===== src/rtl/uart_tx_scheduler.sv =====
// uart_tx_scheduler
//
// Purpose: round-robin scheduler that shares one UART byte transmitter
// between four byte sources (message driver, status reporter, echo path,
// debug). One byte is handed to the transmitter at a time. The scheduler
// waits for tx_done or a baud-tick timeout, then holds an idle gap of
// GAP_TICKS baud ticks before the next grant. All logic runs on clk, in
// the transmitter's clock domain.
//
// Parameters:
//   GAP_TICKS      idle baud ticks after each frame (0 = one-cycle gap)
//   TIMEOUT_TICKS  baud ticks allowed between tx_go and tx_done (>= 1)
//
// Ports:
//   clk          system clock (divided domain), rising edge
//   rst_n        synchronous active-low reset
//   baud_tick    one-clk-wide enable at the bit rate
//   req_valid    per-requester byte-pending flags
//   req_data     requester i byte at [8i+7:8i]
//   req_ack      one-cycle pulse, byte of requester i accepted
//   tx_go        one-cycle start pulse to the transmitter
//   tx_data      byte to the transmitter, held from grant until IDLE
//   tx_done      one-cycle pulse from the transmitter at end of stop bit
//   busy         high in every state except IDLE
//   grant_id     requester currently being served
//   timeout_err  one-cycle pulse when a frame times out
//
// state | meaning
// ------+-----------------------------------------------------------
// IDLE  | no byte in flight; arbitrate among req_valid
// START | byte latched and acked; raise tx_go for one cycle
// WAIT  | frame on the wire; wait for tx_done or timeout
// GAP   | enforced idle gap between frames

module uart_tx_scheduler #(
  parameter int GAP_TICKS     = 2,
  parameter int TIMEOUT_TICKS = 12
) (
  input  logic        clk,
  input  logic        rst_n,
  input  logic        baud_tick,
  input  logic [3:0]  req_valid,
  input  logic [31:0] req_data,
  output logic [3:0]  req_ack,
  output logic        tx_go,
  output logic [7:0]  tx_data,
  input  logic        tx_done,
  output logic        busy,
  output logic [1:0]  grant_id,
  output logic        timeout_err
);

  // One shared tick counter serves both WAIT (timeout) and GAP (idle gap),
  // so it is sized for the larger of the two limits.
  localparam int MAX_TICKS = (TIMEOUT_TICKS > GAP_TICKS) ? TIMEOUT_TICKS : GAP_TICKS;
  localparam int CW        = (MAX_TICKS < 2) ? 1 : $clog2(MAX_TICKS + 1);

  localparam logic [CW-1:0] TIMEOUT_C = CW'(TIMEOUT_TICKS);
  localparam logic [CW-1:0] GAP_C     = CW'(GAP_TICKS);

  typedef enum logic [1:0] {
    IDLE  = 2'd0,
    START = 2'd1,
    WAIT  = 2'd2,
    GAP   = 2'd3
  } state_t;

  state_t        state, state_nx;
  logic [1:0]    last_grant, last_grant_nx;
  logic [1:0]    grant_id_nx;
  logic [7:0]    tx_data_nx;
  logic [3:0]    req_ack_nx;
  logic          tx_go_nx;
  logic          timeout_err_nx;
  logic [CW-1:0] tick_cnt, tick_cnt_nx;
  logic [CW-1:0] tick_inc;

  logic [1:0]    pick;
  logic          pick_ok;
  logic [1:0]    cand;

  // Round-robin search starting just after the last grant. k=4 wraps back
  // to last_grant itself, so a lone requester can be served repeatedly.
  always_comb begin
    pick    = last_grant;
    pick_ok = 1'b0;
    cand    = '0;
    for (int k = 1; k <= 4; k++) begin
      cand = last_grant + 2'(k);
      if (!pick_ok && req_valid[cand]) begin
        pick    = cand;
        pick_ok = 1'b1;
      end
    end
  end

  assign tick_inc = tick_cnt + CW'(1);

  always_comb begin
    state_nx       = state;
    last_grant_nx  = last_grant;
    grant_id_nx    = grant_id;
    tx_data_nx     = tx_data;
    tick_cnt_nx    = tick_cnt;
    req_ack_nx     = '0;
    tx_go_nx       = 1'b0;
    timeout_err_nx = 1'b0;

    unique case (state)
      IDLE: begin
        if (pick_ok) begin
          req_ack_nx    = 4'b0001 << pick;
          tx_data_nx    = req_data[{pick, 3'b000} +: 8];
          grant_id_nx   = pick;
          last_grant_nx = pick;
          state_nx      = START;
        end
      end

      START: begin
        tx_go_nx    = 1'b1;
        tick_cnt_nx = '0;
        state_nx    = WAIT;
      end

      WAIT: begin
        // tx_done takes priority over a coincident final timeout tick.
        if (tx_done) begin
          tick_cnt_nx = '0;
          state_nx    = GAP;
        end else if (baud_tick) begin
          if (tick_inc == TIMEOUT_C) begin
            timeout_err_nx = 1'b1;
            tick_cnt_nx    = '0;
            state_nx       = GAP;
          end else begin
            tick_cnt_nx = tick_inc;
          end
        end
      end

      GAP: begin
        if (GAP_TICKS == 0) begin
          state_nx = IDLE;
        end else if (baud_tick) begin
          if (tick_inc == GAP_C) begin
            tick_cnt_nx = '0;
            state_nx    = IDLE;
          end else begin
            tick_cnt_nx = tick_inc;
          end
        end
      end

      default: state_nx = IDLE;
    endcase
  end

  always_ff @(posedge clk) begin
    if (!rst_n) begin
      state       <= IDLE;
      last_grant  <= 2'd3;
      grant_id    <= '0;
      tx_data     <= '0;
      tick_cnt    <= '0;
      req_ack     <= '0;
      tx_go       <= 1'b0;
      timeout_err <= 1'b0;
    end else begin
      state       <= state_nx;
      last_grant  <= last_grant_nx;
      grant_id    <= grant_id_nx;
      tx_data     <= tx_data_nx;
      tick_cnt    <= tick_cnt_nx;
      req_ack     <= req_ack_nx;
      tx_go       <= tx_go_nx;
      timeout_err <= timeout_err_nx;
    end
  end

  // Derived straight from the state register so it rises with the grant
  // edge and falls on the edge that enters IDLE.
  assign busy = (state != IDLE);

endmodule


===== config.mk =====
export PLATFORM = sky130hd
export DESIGN_NAME = uart_tx_scheduler
export DESIGN_NICKNAME = d
export VERILOG_FILES = /design/src/rtl/uart_tx_scheduler.sv
export SDC_FILE = /design/constraint.sdc
export NUM_CORES = 1
export LEC_CHECK = 0
export BUFFER_PORTS_ARGS = -buffer_cell sky130_fd_sc_hd__buf_2
export CAP_MARGIN = 0
export CORE_AREA = 8 8 74 70
export CTS_CLUSTER_DIAMETER = 30
export DETAILED_ROUTE_END_ITERATION = 12
export DIE_AREA = 0 0 82 78
export PLACE_DENSITY = 0.76
export SLEW_MARGIN = 20
export SYNTH_ARGS = -nofsm -noshare
export SYNTH_HDL_FRONTEND = slang
export SYNTH_SLANG_ARGS = --single-unit

===== constraint.sdc =====
create_clock -name clk -period 2 [get_ports clk]
set_clock_uncertainty 0.1 [all_clocks]
set_input_delay 0.4 -clock clk [delete_from_list [all_inputs] [get_ports clk]]
set_output_delay 0.4 -clock clk [all_outputs]
set_load 0.01 [all_outputs]

; ---- Word level (Yosys, flattened, before mapping)
; Index checks and enable logic that the tools add are counted.
[totals]
latchBits = 0
mem_bits_rw = 0
n_memories = 0
romBits = 0
out_inout_bits = 17
regBits = 24
wordCells = 76
[op_classes]
add_sub_neg = 4
n_reduce_logical = 14
muxes = 31
shift = 2
bitwise_logic = 3
eq_ne = 10
n_div = 0
n_mul = 0
magnitude_cmp = 4
[ops]
columns = cell, n
row1 = indexed part select 32 x 6 -> 8 bit, 1
row2 = two-way mux 2 bit, 10
row3 = two-way mux 4 bit, 5
row4 = < comparator 2 x 3 -> 1 bit (second input constant), 4
row5 = case mux 4 bit (3 select lines), 1
row6 = two-way mux 1 bit, 10
row7 = binary-select mux 1 bit (select 2 bit), 4
row8 = case mux 2 bit (4 select lines), 1
row9 = inequality test 2 bit (second input constant), 3
row10 = inequality test 3 bit (second input constant), 2
row11 = AND reduction 3 bit, 2
row12 = AND reduction 5 bit, 1
row13 = adder 2 bit (second input constant), 2
row14 = adder 4 x 1 -> 4 bit (second input constant), 1
row15 = equality test 2 bit (second input constant), 2
row16 = equality test 4 x 2 -> 1 bit (second input constant), 1
row17 = equality test 4 bit (second input constant), 1
row18 = OR reduction 4 bit, 1
row19 = << shifter 1 x 2 -> 4 bit (first input constant), 1
row20 = logical AND 1 bit, 3
row21 = zero test 1 bit, 3
row22 = NOT 1 bit, 3
row23 = nonzero test 3 bit, 1
row24 = adder 2 x 1 -> 2 bit (second input constant), 1
row25 = other kinds (4), 4

; ---- Depth between registers and ports, before layout
[logic_depth]
word_depth = 15
mapped_depth = 9

; ---- Worst setup path before layout
; OpenSTA, ideal clock, no wires.
[synth_timing]
path_kind = register to register
startpoint = register tick_cnt[0]
endpoint = register state[0]
stages_incl_launch_ff = 7
arrival_ns = 1.622
setup_time_ns = 0.119
setup_slack_ns = 0.159
required_ns = 1.781
path_buffers = 0
path_cell_list = dfxtp_1 ha_1 xnor2_1 and3_1 a211oi_2 a211oi_2 o221a_2
[synth_between]
elab_chain_cells = 4
elab_cells_between_ends = 6
classes_between = 1 x add/sub / 4 x eq/ne / 1 x reduce/logical
[synth_rtl]
columns = element, line_no
row1 = from (decl), 75  ; logic [CW-1:0] tick_cnt, tick_cnt_nx;
row2 = from (signal assigned), 174  ; tick_cnt <= tick_cnt_nx;
row3 = adder 4 x 1 -> 4 bit *, 97  ; assign tick_inc = tick_cnt + CW'(1);
row4 = equality test 4 bit / equality test 4 x 2 -> 1 bit (equally long branches), "132, 146"
row5 = inequality test 3 bit (no source line) / inequality test 2 bit (equally long branches), n/a
row6 = AND reduction 5 bit (no source line) *, n/a
row7 = to (signal assigned), 170  ; state <= state_nx;
row8 = to (decl), 68  ; state_t state, state_nx;
; Mark *: on every way between the ends. The rest lies on a longest branch, timed or not.
; A chain may end at the register's enable or synchronous reset.

; ---- Worst setup path after layout
[layout_timing]
startpoint = register state[0]
endpoint = register state[0]
[layout_between]
elab_chain_cells = 3
elab_cells_between_ends = 11
classes_between = 8 x eq/ne / 1 x mux / 2 x reduce/logical
[layout_rtl]
columns = element, line_no
row1 = equality test 2 bit / zero test 2 bit (equally long branches), 109  ; unique case (state)
row2 = inequality test 3 bit (no source line) / inequality test 2 bit (equally long branches), n/a
row3 = AND reduction 5 bit (no source line), n/a
; Several ways; a longest one is shown, not always the timed one.

==> metrics.cfg <==
[run_status]
status=finished clean

[final_layout]
finalCoreUtilization=0.5074
num_antenna_cells=0
num-nets-final=301
areaGrowthSynthToFinish_pct=30.78
final_layout_size_suffix_gt1_frac=0.3373

[clock_network]
cts.htree.levels=1
cts.sinks=24
root_buffer=clkbuf_8
clock_latency_ps=280
cts.repair_timing.setup_buffer_count=0
ctsLongestPathBuffers=2
cts-buffers-inserted=3
clock_tree_from_tritoncts=yes
clkTransAtPathRegs_ps=90

[setup_path]
crit_path_max_fanout=4
arrival_time_of_the_worst_setup_path_ps=2010
endpoint_kind=flop
cell_chain_critical_path=ha_1 -> nand2b_1 -> a2111oi_4 -> a211oi_2 -> a211oi_2 -> o221a_2
critical_path.max_stage_delay_ps=390
critical_path.startpoint_type=flop
required_ps=2130
crit_family=compound AO/OA/AOI/OAI gates
cp_num_buf_inv=0
cp_common_cell=a211oi_2
setup.worst_path.class=flop to flop
slowest_stage_cell_crit_path=a2111oi_4

[floorplan]
die_w_um=82
initial_core_util=0.3880
core-area_mm2=0.003909
floorplan.die.height_um=78
dieArea_mm2=0.006396
number_of_placement_rows=22
ioPinCount=57

[yosys]
synth.cell_area_mm2=0.001516
synth-seq-area-share=0.3168
postSynthCellCount=186
avgSynthCellArea_um2=8.153
post_synth_num_cell_types=40
ys_ff_latch=24
yosys_warnings=0
synth_fp_nets=234
synth.area.top_cells=dfxtp_1, mux2i_1, ha_1
async_flop_share=0
share_of_the_synthesized_area_in_the_top_cell_type=0.3168
synthFlopType=dfxtp_1
post_synth_top_area_cell=dfxtp_1
synth_edf_count=0

[power]
switching_share=0.3860
combinational_share_of_power=0.487
pwr-share-seq=0.323
power_report.internal_total_w=0.001428
clock_power_share=0.190
netSwitchingPower_w=0.0008980
power.leakage_nw=0.9726
power_density_mw_per_mm2=1173
vdd_ir_drop_max_uv=611.7

[timing]
final_critical_path_required_period_ps=1881
hold_violations=0
tightest_slew_ps=410.3
grt_setup_unrepaired=true
timing.max_slew.rel_slack=0.7265
setup-violations-final=0
fin_ws_ps=118.8
slew_viol_final=0
period_share=0.9406
maxClockFrequency_ghz=0.5316

[placed_design]
post-dp-hpwl_um=3293
port_buffers=56
placement.setup.worst_slack_ps=35.28
final_estimated_routing_congestion_in_global_placement=0.8187

[routing]
firstDrtPassIters=4
detailedRoute.firstIterationViolations=104
final_antenna_net_count=0
wl_per_cell_um=13.72
routed-via-count=1516
drc=0
wirelength_um=4117
routed_via_density=5.053

[global_route]
antenna_found_initial=0
wire_length_of_the_first_global_routing_pass_um=6941
grt_use_total=0.1331
via_count_of_the_first_global_routing_pass=1501
grt_overflow=0
pin_count_of_the_biggest_net_entering_global_routing=15

[min_path]
min_path_type=primary input to flop

[run]
max_cap_viol_count=0

-- repair_timing --
| action | in CTS | in global routing |
|---|---|---|
| hold buffers | 0 | 0 |
| endpoints found under the setup margin | 0 | 4 |
| gates resized for setup | 0 | 5 |
| hold endpoints to repair | 0 | 0 |
-- cell type report --
type / instances / area, um2
Fill cell: 394 / 1926
Clock buffer: 3 / 41.29
Inverter: 17 / 63.81
Tap cell: 48 / 60.06
Timing Repair Buffer: 69 / 390.4
Clock inverter: 1 / 30.03
Multi-Input combinational cell: 138 / 914.6
Sequential cell: 24 / 483.0
-- per-stage QoR --
stage	TNS (ps)	area (um2)	total power, W	hold slack (ps)	cells
CTS	0	1973	0.002325	300.5	300
floorplan	0	1516	0.001519	366.6	186
global placement	0	1902	0.001866	333.0	296
global route	-2.791	1983	0.002510	301.7	300
detailed placement	0	1902	0.001885	345.1	296
finish	0	1983	0.002326	299.0	300
-- tightest hold or removal path: stages --
cell and delay, ps:
buf_2 110, nand3_1 80, nor3b_1 50
-- worst paths after layout --
check | from | end | slack, ps | depth (start not counted)
worst max-delay path | state[0] | state[0] | 120 | 6
worst min-delay path | baud_tick | timeout_err | 300 | 3
worst max register to register | state[0] | state[0] | 120 | 6
worst min register to register | grant_id[1] | grant_id[1] | 360 | 2
-- registers in the layout, summed over array words and instances (netlist names) --
register / cells
grant_id: 2
tx_data: 8
state: 2
tx_go: 1
last_grant: 2
req_ack: 4
timeout_err: 1
tick_cnt: 4
-- cell families (layout without fill, tap and decap cells) --
group           Yosys count  count (layout)  synth area share
compound gates           45              45            0.2112
xor+xnor                  2               2           0.01155
fa+ha+maj                 8               8           0.06601
buf+inv                  24              90           0.08497
flops                    24              24            0.3168
mux                      11              11           0.07261
simple gates             72              72            0.2368
-- synth_stat cells, types with 3 or more instances --
cell / number
o21ai_0: 9
nand3_1: 4
nand2b_1: 5
o211ai_1: 8
inv_1: 17
mux2i_1: 11
nand3b_1: 3
nor3_1: 11
nor2_1: 9
a31oi_1: 10
a21oi_1: 8
ha_1: 8
dfxtp_1: 24
buf_6: 3
nand2_1: 26
-- placed cells by master (no fill, tap or decap), types with 2 or more instances in the layout --
master    synthesis  routed
nor2_1            9       7
mux2i_1          11      11
o21ai_0           9       9
nor2_2            0       2
buf_4             1      12
a211oi_2          2       2
and2_1            2       2
dfxtp_2           0       2
a21oi_1           8       8
o211ai_1          8       8
nand2b_1          5       5
or4_1             2       2
and3_1            2       2
dfxtp_1          24      22
ha_1              8       7
nand2_1          26      26
buf_2             1      56
a21o_1            2       2
nor3_1           11      11
a31oi_1          10      10
nand3_1           4       4
nand3b_1          3       3
inv_1            17      17
clkbuf_8          0       3
-- per-layer routing --
| layer | routed length, um | up-vias | global-route usage |
|---|---|---|---|
| met3 | 205 | 7 | 0.02419 |
| met1 | 1912 | 678 | 0.1666 |
| li1 | - | 792 | - |
| met4 | 71 | 0 | 0.05263 |
| met5 | 0 | - | 0 |
| met2 | 1928 | 39 | 0.2170 |
-- power by group through the flow --
| stage | clock, W | combinational (W) | sequential, W |
|---|---|---|---|
| 2_1_floorplan | 0 | 0.000722 | 0.000797 |
| 3_3_place_gp | 0 | 0.00111 | 0.000754 |
| 3_5_place_dp | 0 | 0.00113 | 0.000759 |
| 4_1_cts | 0.000440 | 0.00113 | 0.000750 |
| 5_1_grt | 0.000464 | 0.00127 | 0.000775 |
| 6_report | 0.000442 | 0.00113 | 0.000750 |
Power figures use the tool's default switching activity.
